--- src/rtl/signed_compare_arbiter.sv ---
// Round-robin arbiter feeding a two-stage compare pipeline: NUM_REQ clients share
// one signed comparator and get tagged lt/eq/gt results on a backpressured port.

module signed_comparator #(
  parameter int WIDTH = 8
) (
  input  logic [WIDTH-1:0] a,
  input  logic [WIDTH-1:0] b,
  output logic             lt,
  output logic             eq,
  output logic             gt
);

  assign lt = $signed(a) < $signed(b);
  assign eq = (a == b);
  assign gt = $signed(a) > $signed(b);

endmodule

module signed_compare_arbiter #(
  parameter  int WIDTH   = 8,
  parameter  int NUM_REQ = 4,
  localparam int ID_W    = $clog2(NUM_REQ)
) (
  input  logic                     clk,
  input  logic                     rst_n,
  input  logic [NUM_REQ-1:0]       req_valid,
  input  logic [NUM_REQ*WIDTH-1:0] req_a,
  input  logic [NUM_REQ*WIDTH-1:0] req_b,
  output logic [NUM_REQ-1:0]       req_ready,
  output logic                     rsp_valid,
  input  logic                     rsp_ready,
  output logic [ID_W-1:0]          rsp_id,
  output logic                     rsp_lt,
  output logic                     rsp_eq,
  output logic                     rsp_gt
);

  logic             s1_valid;
  logic [ID_W-1:0]  s1_id;
  logic [WIDTH-1:0] s1_a;
  logic [WIDTH-1:0] s1_b;
  logic [ID_W-1:0]  last;

  logic               s1_adv;
  logic               s2_adv;
  logic [NUM_REQ-1:0] win;
  logic [ID_W-1:0]    grant_id;
  logic [ID_W-1:0]    cand;
  logic               found;
  logic               grant;
  logic               cmp_lt;
  logic               cmp_eq;
  logic               cmp_gt;

  assign s2_adv = !rsp_valid || rsp_ready;
  assign s1_adv = !s1_valid || s2_adv;

  // Search starts just after the previous winner so every requester gets a turn.
  always_comb begin
    win      = '0;
    grant_id = '0;
    cand     = '0;
    found    = 1'b0;
    for (int k = 1; k <= NUM_REQ; k++) begin
      cand = ID_W'((int'(last) + k) % NUM_REQ);
      if (!found && req_valid[cand]) begin
        found    = 1'b1;
        grant_id = cand;
      end
    end
    if (found) begin
      win[grant_id] = 1'b1;
    end
  end

  // Reset gates the handshake so nothing is accepted while the pipeline is being cleared.
  assign req_ready = (s1_adv && rst_n) ? win : '0;
  assign grant     = |req_ready;

  always_ff @(posedge clk or negedge rst_n) begin
    if (!rst_n) begin
      s1_valid <= 1'b0;
      s1_id    <= '0;
      s1_a     <= '0;
      s1_b     <= '0;
      last     <= ID_W'(NUM_REQ - 1);
    end else if (s1_adv) begin
      if (grant) begin
        s1_valid <= 1'b1;
        s1_id    <= grant_id;
        s1_a     <= req_a[grant_id*WIDTH +: WIDTH];
        s1_b     <= req_b[grant_id*WIDTH +: WIDTH];
        last     <= grant_id;
      end else begin
        s1_valid <= 1'b0;
      end
    end
  end

  signed_comparator #(
    .WIDTH(WIDTH)
  ) u_cmp (
    .a  (s1_a),
    .b  (s1_b),
    .lt (cmp_lt),
    .eq (cmp_eq),
    .gt (cmp_gt)
  );

  // Result fields only reload when S1 holds a real request; a bubble just clears valid.
  always_ff @(posedge clk or negedge rst_n) begin
    if (!rst_n) begin
      rsp_valid <= 1'b0;
      rsp_id    <= '0;
      rsp_lt    <= 1'b0;
      rsp_eq    <= 1'b0;
      rsp_gt    <= 1'b0;
    end else if (s2_adv) begin
      rsp_valid <= s1_valid;
      if (s1_valid) begin
        rsp_id <= s1_id;
        rsp_lt <= cmp_lt;
        rsp_eq <= cmp_eq;
        rsp_gt <= cmp_gt;
      end
    end
  end

endmodule

--- config.mk ---
export PLATFORM = sky130hd
export DESIGN_NAME = signed_compare_arbiter
export DESIGN_NICKNAME = d
export VERILOG_FILES = /design/src/rtl/signed_compare_arbiter.sv
export SDC_FILE = /design/constraint.sdc
export NUM_CORES = 1
export LEC_CHECK = 0
export CAP_MARGIN = 15
export CORE_MARGIN = 2
export CORE_UTILIZATION = 40
export CTS_BUF_LIST = sky130_fd_sc_hd__clkbuf_8
export DETAILED_ROUTE_END_ITERATION = 8
export PLACE_DENSITY = 0.8
export SETUP_SLACK_MARGIN = 0.02
export SKIP_LAST_GASP = 1
export SLEW_MARGIN = 20
export SYNTH_ARGS = -nofsm -noshare
export SYNTH_HDL_FRONTEND = slang
export SYNTH_SLANG_ARGS = --single-unit
--- constraint.sdc ---
create_clock -name clk -period 1.43 [get_ports clk]
set_input_delay 0.143 -clock clk [delete_from_list [all_inputs] [get_ports clk]]
set_output_delay 0.143 -clock clk [all_outputs]
set_load 0.02 [all_outputs]
==> results of run 1 <==
worst register-to-register path, stage by stage (launching register included):
cell and delay (ns):
dfstp_2 0.63, buf_4 0.15, buf_4 0.13, o21ai_4 0.07, buf_4 0.21, a41oi_1 0.31, a32oi_1 0.14
cell families after synthesis:
family          Yosys count  share of synthesized area (%)
buf+inv                  28                          9.357
mux                       3                          1.805
compound gates           74                          32.49
flops                    27                          36.23
xor+xnor                  1                         0.8692
simple gates             56                          13.90
fa+ha+maj                 8                          5.348
sequential cells by signal, summed over array words and instances (netlist names):
register and count:
last 2, rsp_eq 1, rsp_gt 1, rsp_id 2
rsp_lt 1, rsp_valid 1, s1_a 8, s1_b 8
s1_id 2, s1_valid 1
where the power goes:
part,switching [mW],internal [mW],leakage [nW],total [mW]
Sequential,0.147,0.983,0.305,1.13
Combinational,0.997,1.04,0.991,2.04
Clock,0.261,0.198,0.0217,0.459
layout make-up:
class                      instances  area [um2]
clock inverter                     1       7.507
clock buffer                       3       41.29
tap                               52       65.06
fill                             331        1276
sequential                        27       678.2
timing repair buffer             115        1101
multi-input combinational        142        1227
inverter                          12       47.55
worst max-delay path by stage:
stage | startpoint | endpoint | slack, ns | cells after the start
floorplan | last[0] | req_ready[2] | -0.19 | 6
finish | last[1] | req_ready[0] | -0.35 | 5
global route | last[0] | req_ready[2] | -0.40 | 5
CTS | last[1] | req_ready[3] | -0.35 | 5
global placement | req_valid[3] | req_ready[2] | -0.75 | 6
detailed placement | req_valid[3] | s1_b[3] | -0.85 | 7
metal layers:
| layer | vias to the layer above | part of all wire, % | track usage (%) | wire (um) |
|---|---|---|---|---|
| met5 | - | 0 | 0 | 0 |
| met4 | 0 | 1.9 | 7.613 | 122 |
| met2 | 68 | 54 | 42.61 | 3388 |
| met3 | 12 | 4.5 | 3.889 | 281 |
| met1 | 989 | 40 | 28.31 | 2499 |
| li1 | 953 | - | - | - |
cell usage in the layout, fill, tap and decap left out, types with 8 or more instances in the layout:
cell type,synthesis,routed
clkdlybuf4s50_1,0,69
buf_4,2,28
dfrtp_1,25,25
nand2_1,21,20
nor2_1,16,14
a22oi_1,16,12
a41oi_1,15,11
inv_1,12,10
a31oi_1,11,10
buf_6,5,10
a32oi_1,8,8
repair_timing:
action / in CTS / in global routing
pin swaps: 14 / 9
setup buffers: 5 / 5
endpoints found under the hold margin: 0 / 0
resized for setup: 47 / 25
setup endpoints to repair: 28 / 29
hold buffers: 0 / 0
==> impl_metrics.csv, run 1 <==
group,metric,value,unit
timing,fin_crit_sh,124.4,%
final_layout,drive_gt1_share,29.67,%
timing,finalWorstSetupSlack,-0.3483,ns
pwr,p_per_area,1144,nW/um2
logic_synthesis,synth_ff_type,"dfrtp_1",
logic_synthesis,synth_cell_types,39,
routing,drt_iter0_drc,160,
timing,grt_setup_unrepaired,"true",
logic_synthesis,yosys_warnings,0,
placed_design,gp_congestion,0.8963,
min_path,min_path_type,"input pin to asynchronous set/reset pin",
critical_path,crit_arrival,1.64,ns
timing,max_freq,562.3,MHz
timing,setup_viol,24,
timing,hold_slack,0.3490,ns
logic_synthesis,synth_area_leader_cell,"dfrtp_1",
timing,finalCriticalPeriod,1.778,ns
final_layout,fin_util,71.28,%
floorplan,die_w,72.41,um
critical_path,cp_slowest_cell,"dfstp_2",
timing,fin_tns_setup,-6.227,ns
critical_path,path_cells,"buf_6, nand2_2, o221ai_4, and2_4, buf_6",
final_layout,stdcell_area,3168,um2
routing,drc,0,
critical_path,endpoint_kind,"output port",
clock_network,insertion_delay,0.28,ns
floorplan,start_util,42.12,%
placed_design,placed_cells,340,
pwr,power,3.625,mW
global_route,track_usage,23.52,%
run_status,violations,"setup timing",
placed_design,portBuffers,80,
logic_synthesis,netlist_instances,197,
run_status,status,"finished with violations",
placed_design,dp_slack,-0.8477,ns
global_route,grt-ovfl-total,0,
critical_path,cp.required,1.29,ns
routing,wl,6.291,mm
logic_synthesis,synth-seq-area-share,36.23,%
placed_design,dp_hpwl,4.250,mm
timing,tightest_slew,0.3536,ns
placed_design,dpl_cell_area,2855,um2
logic_synthesis,yosysMostFrequentCell,"dfrtp_1",
critical_path,worstSetupPathType,"flop to output port",
timing,relSlewSlack,76.43,%
critical_path,cpMostUsedCell,"buf_6",
clock_network,clk_path_buf_depth,2,
logic_synthesis,syn-cell-area,1872,um2
routing,vias,2022,
floorplan,ios,81,
timing,fin_worst_skew,0.001909,ns
timing,final-max-slew-violation-count,0,
flow_run,maxCapViolations,0,
logic_synthesis,yosys-top-cells-area,"dfrtp_1 (33%), a41oi_1 (7.0%), a22oi_1 (6.4%)",
logic_synthesis,avgSynthCellArea,9.501,um2
clock_network,h-tree-depth,1,
timing,finalHoldViolCount,0,
logic_synthesis,ys_ff_latch,27,
global_route,grt_max_degree,28,
routing,drtAntennaViolNets,0,
floorplan,core-area,4444,um2
logic_synthesis,synth_top_area_share,33.42,%
logic_synthesis,synth_edf_count,0,
clock_network,cts_tree,"yes",
clock_network,cts_root_buffer,"clkbuf_8",
logic_synthesis,ys_async_sr_fraction,100.0,%
pwr,ir_drop,0.5502,mV
final_layout,n_antenna_cell,0,
global_route,grt_pass1_vias,2061,
floorplan,dieArea,5242,um2
critical_path,max_stage_delay,0.63,ns
clock_network,cts_buffers,3,
final_layout,nets,380,
critical_path,crit_path_start_kind,"flop",
floorplan,placementRows,24,
final_layout,final_cells,352,
clock_network,cts.sinks,27,
global_route,grt_pass1_wl,9.680,mm
routing,dr.pass1.iters,4,
global_route,antenna_found_initial,0,
critical_path,rr_endpoint,"s1_b[1]",
critical_path,crit_buf_inv,2,
routing,avgRoutedWirePerCell,17.87,um
critical_path,r2r_setup_slack,-0.32,ns
critical_path,critPathTopFamily,"flip-flops",
logic_synthesis,yosys-top-cells-count,"dfrtp_1 (25), nand2_1 (21), a22oi_1 (16), nor2_1 (16), a41oi_1 (15)",
pwr,leakage,1.317,nW
final_layout,syn_to_final_growth,69.25,%
floorplan,die_y,72.41,um
critical_path,cp_max_fo,4,
critical_path,worst-r2r-cell-count,6,
critical_path,rr_startpoint,"last[1]",
routing,viasPerCell,5.744,
logic_synthesis,synth_nets,276,
clock_network,clkTransAtPathRegs,0.10,ns
Note: power is estimated with default switching activity, not from simulation.
==> run 2, diff against run 1 <==
HOLD_SLACK_MARGIN = 0.08   (was default)
SLEW_MARGIN = 30   (was 20)
==> results of run 2 <==
Same layout as run 1: the final DEF is identical, and so are final timing and power.
==> run 3, diff against run 2 <==
CTS_CLUSTER_DIAMETER = 30   (was default)
==> results of run 3 <==
Same layout as run 1: the final DEF is identical, and so are final timing and power.
